**src/rtl/groove_pkg.sv**
```systemverilog
// Shared constants, FSM state and scan-length clamp for the groove-scan synthesizer.
// Imported by groove_offset_mul and groove_scan_synth.
package groove_pkg;

  localparam int SAMPLE_W = 16;
  localparam int TIME_W   = 32;
  localparam int MIN_SCAN = 4;

  typedef enum logic {
    IDLE = 1'b0,
    SCAN = 1'b1
  } state_t;

  function automatic logic [TIME_W-1:0] clamp_scan(
    input logic [TIME_W-1:0] afll,
    input logic [TIME_W-1:0] min_len
  );
    return (afll < min_len) ? min_len : afll;
  endfunction

endpackage

```
**src/rtl/groove_scan_synth_if.sv**
```systemverilog
// Sample stream handshake feeding the scan synthesizer.
// master: sample_in/sample_valid out, sample_ready in; slave: the reverse.
interface groove_scan_synth_if;
  logic [15:0] sample_in;
  logic        sample_valid;
  logic        sample_ready;

  modport master (
    output sample_in,
    output sample_valid,
    input  sample_ready
  );

  modport slave (
    input  sample_in,
    input  sample_valid,
    output sample_ready
  );
endinterface

```
**src/rtl/groove_offset_mul.sv**
```systemverilog
// Registered 16x32 unsigned multiply returning product bits [47:16].
// Ports: clk, reset_n (sync, low), clear, start, a, b -> product, valid.
module groove_offset_mul
  import groove_pkg::*;
(
  input  logic              clk,
  input  logic              reset_n,
  input  logic              clear,
  input  logic              start,
  input  logic [SAMPLE_W-1:0] a,
  input  logic [TIME_W-1:0] b,
  output logic [TIME_W-1:0] product,
  output logic              valid
);

  localparam int FULL_W = SAMPLE_W + TIME_W;

  logic [FULL_W-1:0] a_ext;
  logic [FULL_W-1:0] b_ext;
  logic [TIME_W-1:0] hi;

  assign a_ext = {{TIME_W{1'b0}}, a};
  assign b_ext = {{SAMPLE_W{1'b0}}, b};
  assign hi    = TIME_W'((a_ext * b_ext) >> SAMPLE_W);

  always_ff @(posedge clk) begin
    if (!reset_n || clear) begin
      product <= '0;
      valid   <= 1'b0;
    end else if (start) begin
      product <= hi;
      valid   <= 1'b1;
    end
  end

endmodule

```
**src/rtl/groove_scan_synth.sv**
```systemverilog
// Groove-scan stimulus generator: alternating LTR/RTL scans, one sig per scan.
// Ports: clk, reset_n (sync, low), enable, afll_ltr/rtl, smp (sample handshake),
// sync_start, dir, sig, timestamp, sig_time, underrun, underrun_count.
// Macro GSS_UNDERRUN_CNT_EN enables the saturating silent-scan counter.
module groove_scan_synth #(
  parameter int unsigned MIN_SCAN = groove_pkg::MIN_SCAN
) (
  input  logic        clk,
  input  logic        reset_n,
  input  logic        enable,
  input  logic [31:0] afll_ltr,
  input  logic [31:0] afll_rtl,
  groove_scan_synth_if.slave smp,
  output logic        sync_start,
  output logic        dir,
  output logic        sig,
  output logic [31:0] timestamp,
  output logic [31:0] sig_time,
  output logic        underrun,
  output logic [15:0] underrun_count
);

  import groove_pkg::*;

  localparam logic [TIME_W-1:0] MIN_LEN = TIME_W'(MIN_SCAN);

  state_t              state;
  logic [TIME_W-1:0]   cnt;
  logic [TIME_W-1:0]   d_len;
  logic [TIME_W-1:0]   cur_off;
  logic [TIME_W-1:0]   ts;
  logic [TIME_W-1:0]   sig_ts;
  logic                dir_q;
  logic                pending;
  logic                go;
  logic                armed;
  logic                unr;
  logic [SAMPLE_W-1:0] smp_q;

  logic                in_scan;
  logic                last;
  logic                ready;
  logic                hs;
  logic                silent;
  logic                mul_clr;
  logic [TIME_W-1:0]   afll_nxt;
  logic [TIME_W-1:0]   d_nxt;
  logic [TIME_W-1:0]   off_clamp;
  logic [TIME_W-1:0]   prod;
  logic                prod_v;

  assign in_scan  = (state == SCAN);
  assign last     = in_scan && (cnt == d_len - 1);
  assign ready    = in_scan && !pending && (cnt <= d_len - 3);
  assign hs       = ready && smp.sample_valid;
  // afll of the scan the pending sample will land in.
  assign afll_nxt = dir_q ? afll_ltr : afll_rtl;
  assign d_nxt    = clamp_scan(afll_nxt, MIN_LEN);
  assign off_clamp = (prod > d_nxt - 1) ? d_nxt - 1 : prod;
  assign silent   = last && enable && !prod_v;
  assign mul_clr  = !in_scan || !enable || last;

  groove_offset_mul u_mul (
    .clk     (clk),
    .reset_n (reset_n),
    .clear   (mul_clr),
    .start   (go),
    .a       (smp_q ^ 16'h8000),
    .b       (afll_nxt),
    .product (prod),
    .valid   (prod_v)
  );

  always_ff @(posedge clk) begin
    if (!reset_n) begin
      state   <= IDLE;
      cnt     <= '0;
      d_len   <= MIN_LEN;
      cur_off <= '0;
      ts      <= '0;
      sig_ts  <= '0;
      dir_q   <= 1'b0;
      pending <= 1'b0;
      go      <= 1'b0;
      armed   <= 1'b0;
      unr     <= 1'b0;
      smp_q   <= '0;
    end else begin
      ts <= ts + 1'b1;
      go <= hs && enable;
      if (sig) sig_ts <= ts;
      unique case (state)
        IDLE: begin
          if (enable) begin
            state <= SCAN;
            cnt   <= '0;
            dir_q <= 1'b0;
            d_len <= clamp_scan(afll_ltr, MIN_LEN);
          end
        end
        SCAN: begin
          if (!enable) begin
            state   <= IDLE;
            cnt     <= '0;
            dir_q   <= 1'b0;
            pending <= 1'b0;
            armed   <= 1'b0;
          end else if (last) begin
            cnt     <= '0;
            dir_q   <= ~dir_q;
            d_len   <= d_nxt;
            pending <= 1'b0;
            armed   <= prod_v;
            if (prod_v) cur_off <= off_clamp;
            else        unr     <= 1'b1;
          end else begin
            cnt <= cnt + 1'b1;
            if (hs) begin
              pending <= 1'b1;
              smp_q   <= smp.sample_in;
            end
          end
        end
        default: state <= IDLE;
      endcase
    end
  end

`ifdef GSS_UNDERRUN_CNT_EN
  logic [15:0] unr_cnt;

  always_ff @(posedge clk) begin
    if (!reset_n) begin
      unr_cnt <= '0;
    end else if (silent && unr_cnt != 16'hFFFF) begin
      unr_cnt <= unr_cnt + 1'b1;
    end
  end

  assign underrun_count = unr_cnt;
`else
  assign underrun_count = '0;
`endif

  assign smp.sample_ready = ready;
  assign sync_start = in_scan && (cnt == '0);
  assign sig        = in_scan && armed && (cnt == cur_off);
  assign dir        = dir_q;
  assign timestamp  = ts;
  assign sig_time   = sig_ts;
  assign underrun   = unr;

endmodule

```
**src/flat_wrapper.sv**
```systemverilog
// flat-port wrapper written by rule: the top's interface ports become plain ports
module groove_scan_synth_flat import groove_pkg::*;
#(
  parameter int unsigned MIN_SCAN = groove_pkg::MIN_SCAN
)
  (clk, reset_n, enable, afll_ltr, afll_rtl, sync_start, dir, sig, timestamp, sig_time, underrun, underrun_count, smp_sample_in, smp_sample_valid, smp_sample_ready);
  groove_scan_synth_if smp_i ();
  input  logic clk;
  input  logic reset_n;
  input  logic enable;
  input  logic [31:0] afll_ltr;
  input  logic [31:0] afll_rtl;
  output logic sync_start;
  output logic dir;
  output logic sig;
  output logic [31:0] timestamp;
  output logic [31:0] sig_time;
  output logic underrun;
  output logic [15:0] underrun_count;
  input wire logic [$bits(smp_i.sample_in)-1:0] smp_sample_in;
  input wire logic [$bits(smp_i.sample_valid)-1:0] smp_sample_valid;
  output wire logic [$bits(smp_i.sample_ready)-1:0] smp_sample_ready;
  assign smp_i.sample_in = smp_sample_in;
  assign smp_i.sample_valid = smp_sample_valid;
  assign smp_sample_ready = smp_i.sample_ready;
  groove_scan_synth #(.MIN_SCAN(MIN_SCAN)) u_core (.clk(clk), .reset_n(reset_n), .enable(enable), .afll_ltr(afll_ltr), .afll_rtl(afll_rtl), .smp(smp_i), .sync_start(sync_start), .dir(dir), .sig(sig), .timestamp(timestamp), .sig_time(sig_time), .underrun(underrun), .underrun_count(underrun_count));
endmodule
```
**config.mk**
```make
export PLATFORM = sky130hd
export DESIGN_NAME = groove_scan_synth_flat
export DESIGN_NICKNAME = d
export VERILOG_FILES = /design/src/rtl/groove_pkg.sv /design/src/rtl/groove_scan_synth_if.sv /design/src/rtl/groove_offset_mul.sv /design/src/rtl/groove_scan_synth.sv /design/src/flat_wrapper.sv
export SDC_FILE = /design/constraint.sdc
export NUM_CORES = 2
export LEC_CHECK = 0
export ABC_AREA = 0
export ABC_CLOCK_PERIOD_IN_PS = 19250
export BUFFER_PORTS_ARGS = -buffer_cell sky130_fd_sc_hd__buf_2
export CORE_ASPECT_RATIO = 0.6
export CORE_MARGIN = 10
export CORE_UTILIZATION = 40
export DETAILED_ROUTE_END_ITERATION = 16
export PLACE_DENSITY = 0.53
export SLEW_MARGIN = 15
export SYNTH_ARGS = -nofsm -noshare
export SYNTH_HDL_FRONTEND = slang
export SYNTH_SLANG_ARGS = --single-unit
export TNS_END_PERCENT = 1
```
**constraint.sdc**
```tcl
create_clock -name clk -period 19.25 [get_ports clk]
set_clock_uncertainty 0.15 [all_clocks]
set_input_delay 3.85 -clock clk [delete_from_list [all_inputs] [get_ports clk]]
set_output_delay 3.85 -clock clk [all_outputs]
set_load 0.05 [all_outputs]
```
After elaboration in Yosys (flattened, before gate mapping):

Cells that the tools add are included.

* equal/unequal tests: 8
* add/sub/neg operators: 5
* reduce and logical (&&, ||, !) cells: 23
* multipliers: 1
* bitwise operators: 5
* magnitude comparators: 4
* mux-type cells: 22

Operator list (count)
* $mux W32: 10
* $pmux W32 S2: 2
* $add A32 B1 Y32 const B: 2
* $eq A32 B32 Y1: 2
* $lt A32 B3 Y1 const B: 2
* $sub A32 B1 Y32 const B: 2
* $mul A16 B32 Y48: 1
* $gt A32 B32 Y1: 1
* $le A32 B32 Y1: 1
* $logic_not A32 Y1: 1
* $sub A32 B2 Y32 const B: 1
* $reduce_and A4 Y1: 3
* $mux W1: 9
* $logic_and A1 B1 Y1: 8
* $ne A2 B2 Y1 const B: 3
* $reduce_and A2 Y1: 3
* $not A1 Y1: 5
* $logic_not A1 Y1: 4
* $logic_or A1 B1 Y1: 3
* $ne A3 B1 Y1 const B: 1
* $ne A3 B3 Y1 const B: 1
* $reduce_and A3 Y1: 1
* $ne A2 B1 Y1 const B: 1
* $pmux W1 S2: 1

* input bits: 84
* register bits after elaboration: 215
* logic and storage cells: 82
* output and inout port bits: 85

Logic depth before layout (Yosys ltp):

* depth after elaboration: 7
* depth in mapped cells: 31

Modules after synthesis:

From an unflattened synthesis, not the netlist that was laid out.

* cells, all modules: 3560
* area, all modules: 30096.4 µm²

By module, submodules not included
* groove_offset_mul: sequential area each 660.6 µm², cells an instance 1908, area an instance 16803.6 µm², times used 1
* groove_scan_synth: sequential area each 3643.5 µm², cells an instance 1652, area an instance 13292.7 µm², times used 1

Worst setup path after synthesis:

OpenSTA, ideal clock, no wires.

* path type: input -> register
* start point: in afll_ltr[25]
* end point: reg u_core.u_mul.product[30]
* slack: 8.932 ns
* setup time: 0.071 ns
* path buffers: 2
* data arrival time: 10.097 ns
* cell stages on the path: 24
* cells stage by stage: mux2_2 clkbuf_1 clkbuf_1 nand2_1 fa_1 fa_1 fa_1 inv_1 fa_1 fa_1 inv_1 fa_1 inv_1 ha_1 and2_1 and3_1 and2_1 a221o_1 a31oi_1 o21ai_0 a31o_2 nor2b_1 mux2_2 a21oi_1

* longest elaborated chain between the ends: 2

Ends and longest elaborated chain
* start: declaration: RTL line flat_wrapper.sv:11 `input logic [31:0] afll_ltr;`
* $mux W32: RTL line groove_scan_synth.sv:57 `assign afll_nxt = dir_q ? afll_ltr : afll_rtl;`
* $mul A16 B32 Y48: RTL line groove_offset_mul.sv:24 `assign hi = TIME_W'((a_ext * b_ext) >> SAMPLE_W);`
* end signal: assignment: RTL line groove_offset_mul.sv:31 `product <= hi;`
* end: declaration: RTL line groove_offset_mul.sv:12 `output logic [TIME_W-1:0] product,`

Every way passes these cells.
A chain may end at the register's enable or synchronous reset.

Worst setup path after layout:

* start point: in afll_ltr[18]
* end point: reg u_core.u_mul.product[30]

The elaborated chain is that of the path after synthesis.

==> impl_metrics.json <==
{
  "status": "completed",
  "syn_avg_cell_area_sq_um": 8.34,
  "yosys_warnings": 0,
  "cts_sinks": 215,
  "yosysSeqAreaShare": 0.144,
  "vias": 24600,
  "report.final.slew_viol_count": 0,
  "ctsHoldBuffers": 0,
  "grt_max_degree": 89,
  "num_io_pins": 169,
  "core_sq_mm": 0.0738,
  "wl_met2_um": 38000,
  "hold_path.class": "flip-flop to flip-flop",
  "crit_end": "u_core.u_mul.product[30]",
  "ant_nets": 0,
  "final_core_util": 0.436,
  "cp.arrival_ns": 11.20,
  "reg2reg_from": "u_core.dir",
  "dr.pass1.iters": 6,
  "end_kind": "flip-flop",
  "fmaxAchievable_mhz": 91.9,
  "nets": 4268,
  "synth_cell_types": 67,
  "place_congestion": 0.959,
  "wirelength_met1_um": 51400,
  "hold_violations": 0,
  "slew_headroom": 0.220,
  "total_power_mw": 1.46,
  "cts_setup_buffers": 0,
  "tns_ns": 0,
  "drive_gt1_frac": 0.0901,
  "hold_depth": 1,
  "grt_setup_unrepaired": "false",
  "dominantRegCellSynth": "dfxtp_1",
  "route.met3.wl_um": 10600,
  "vdd_ir_drop_max_mv": 0.0631,
  "grt_pass1_wl_um": 154000,
  "fin_crit_ns": 10.88,
  "synth_top_area_share": 0.280,
  "synthCells": 3579,
  "syn_area_sq_mm": 0.0299,
  "fin_area_sq_mm": 0.0322,
  "dr.first_iter.drc_count": 2503,
  "path_class": "primary input to flip-flop",
  "place.port_buffers": 152,
  "synth_most_common_cell": "inv_1",
  "clk_pin_slew_ns": 0.06,
  "synth_edf_count": 0,
  "synthArstFlopShare": 0,
  "die_w_um": 373,
  "grt_pass1_vias": 23700,
  "p_leak_nw": 14.1,
  "post_cts_resized": 0,
  "wl_per_cell_um": 22.0,
  "drt_wl_total_um": 101000,
  "viasPerCell": 5.35,
  "yosys.area.top_type": "fa_1",
  "synthTopCellsByCount": "inv_1, nand2_1, fa_1",
  "cts_tree": "built",
  "grt_remaining_overflow": 0,
  "floorplan.die_area_sq_mm": 0.0863,
  "dp_worst_setup_slack_ns": 7.93,
  "rows": 77,
  "placed_area_sq_mm": 0.0313,
  "cts_buffers": 24,
  "clock_path_buffers": 3,
  "cts-htree-levels": 1,
  "drv_cap": 0,
  "drc": 0,
  "fp.dieH_um": 232,
  "start_util": 0.405,
  "period_share": 0.565,
  "root_buffer": "clkbuf_16",
  "reg2reg_slack_ns": 10.46,
  "ys_top_cells_by_area": "fa_1, dfxtp_1, ha_1, inv_1, nand2_1",
  "area_growth_pct": 7.76,
  "power_density_mw_per_mm2": 45.5,
  "antenna_found_initial": 5,
  "start_kind": "primary input",
  "fin_ws_ns": 8.37,
  "grt_usage": 0.229,
  "insertion_delay_ns": 0.58,
  "startpoint": "afll_ltr[18]",
  "setup_viol_count_final": 0,
  "tightestPinTransition_ns": 1.15,
  "cp_data_required_time_ns": 19.56,
  "hpwl_um": 79600,
  "highest_layer": "met5",
  "timing.rr.end": "u_core.u_mul.product[30]",
  "ys_seq_elements": 215,
  "ff2ff_path_depth": 24,
  "n_fill_cell": 7567,
  "critPathMaxFanout": 17
}
how the worst min path moves through the flow:
stage          slack, ns                 end               start
2_1_floorplan       0.29  u_core.cur_off[29]  u_core.cur_off[29]
3_3_place_gp        0.30     u_core.underrun     u_core.underrun
3_5_place_dp        0.30     u_core.underrun     u_core.underrun
4_1_cts             0.31     u_core.underrun     u_core.underrun
5_1_grt             0.34  u_core.cur_off[29]  u_core.cur_off[29]
6_report            0.31     u_core.underrun     u_core.underrun
sequential cells by signal, indices dropped and copies added, names as in the netlist:
register,cells
u_core.armed,1
u_core.cnt,32
u_core.cur_off,32
u_core.d_len,32
u_core.dir,1
u_core.go,1
u_core.in_scan,1
u_core.pending,1
u_core.sig_time,32
u_core.smp_q,16
u_core.timestamp,32
u_core.u_mul.product,32
u_core.u_mul.valid,1
u_core.underrun,1
kinds of logic (layout without fill, tap and decap cells):
logic type,after synthesis,in the layout,share of synthesized area
AOI/OAI and AO/OA,407,407,0.0841
xor gates and xnor gates,189,189,0.0554
adders and majority gates,604,604,0.358
buffers and inverters,758,761,0.0995
DFF,215,215,0.144
muxes,155,155,0.0535
other,1,18,0.000126
and+or+nand+nor,1250,1250,0.205
where the power goes:
part	leakage (nW)	internal, mW	switching, mW
Combinational	12.0	0.169	0.305
Clock	0.418	0.304	0.211
Sequential	1.75	0.451	0.0221
cell type report:
class                           count  area (sq um)  share of cell area
Multi-Input combinational cell   2621         22700               0.705
Sequential cell                   215          4330               0.134
Inverter                          516          1940              0.0602
Tap cell                          987          1230              0.0384
Timing Repair Buffer              202          1140              0.0354
Clock buffer                       36           737              0.0229
Clock inverter                      7           116             0.00362
Antenna cell                        2          5.00            0.000156
placed cells by master (no fill, tap or decap), types with 102 or more instances in the layout:
| cell | instances |
|---|---|
| a21oi_1 | 121 |
| and2_1 | 194 |
| buf_2 | 151 |
| dfxtp_1 | 200 |
| fa_1 | 417 |
| ha_1 | 187 |
| inv_1 | 515 |
| mux2i_1 | 119 |
| nand2_1 | 459 |
| nand3_1 | 102 |
| nor2_1 | 223 |
| o21ai_0 | 116 |
worst max-delay path: stages:
cell	delay [ns]
buf_2	0.19
mux2_2	0.63
nand2_1	0.17
fa_1	0.60
fa_1	0.43
fa_1	0.51
inv_1	0.05
fa_1	0.46
fa_1	0.54
inv_1	0.06
fa_1	0.53
inv_1	0.04
ha_1	0.35
a21oi_1	0.31
o21ai_0	0.16
a211oi_1	0.22
o21ai_0	0.28
a31oi_1	0.65
o21ai_0	0.31
a31o_2	0.31
nor2b_1	0.13
mux2_2	0.26
a21oi_1	0.13
stage by stage:
step / hold WS, ns / std cells
finish: 0.310 / 4586
global route: 0.338 / 4585
CTS: 0.314 / 4584
detailed placement: 0.299 / 4541
global placement: 0.299 / 4541
floorplan: 0.290 / 3594
routing by layer:
layer | global-route usage | vias to the layer above
li1 | - | 11400
met1 | 0.366 | 12100
met2 | 0.301 | 920
met3 | 0.0663 | 61
met4 | 0.0279 | 4
met5 | 0 | -
No activity file was read; power rests on OpenSTA's default activity.
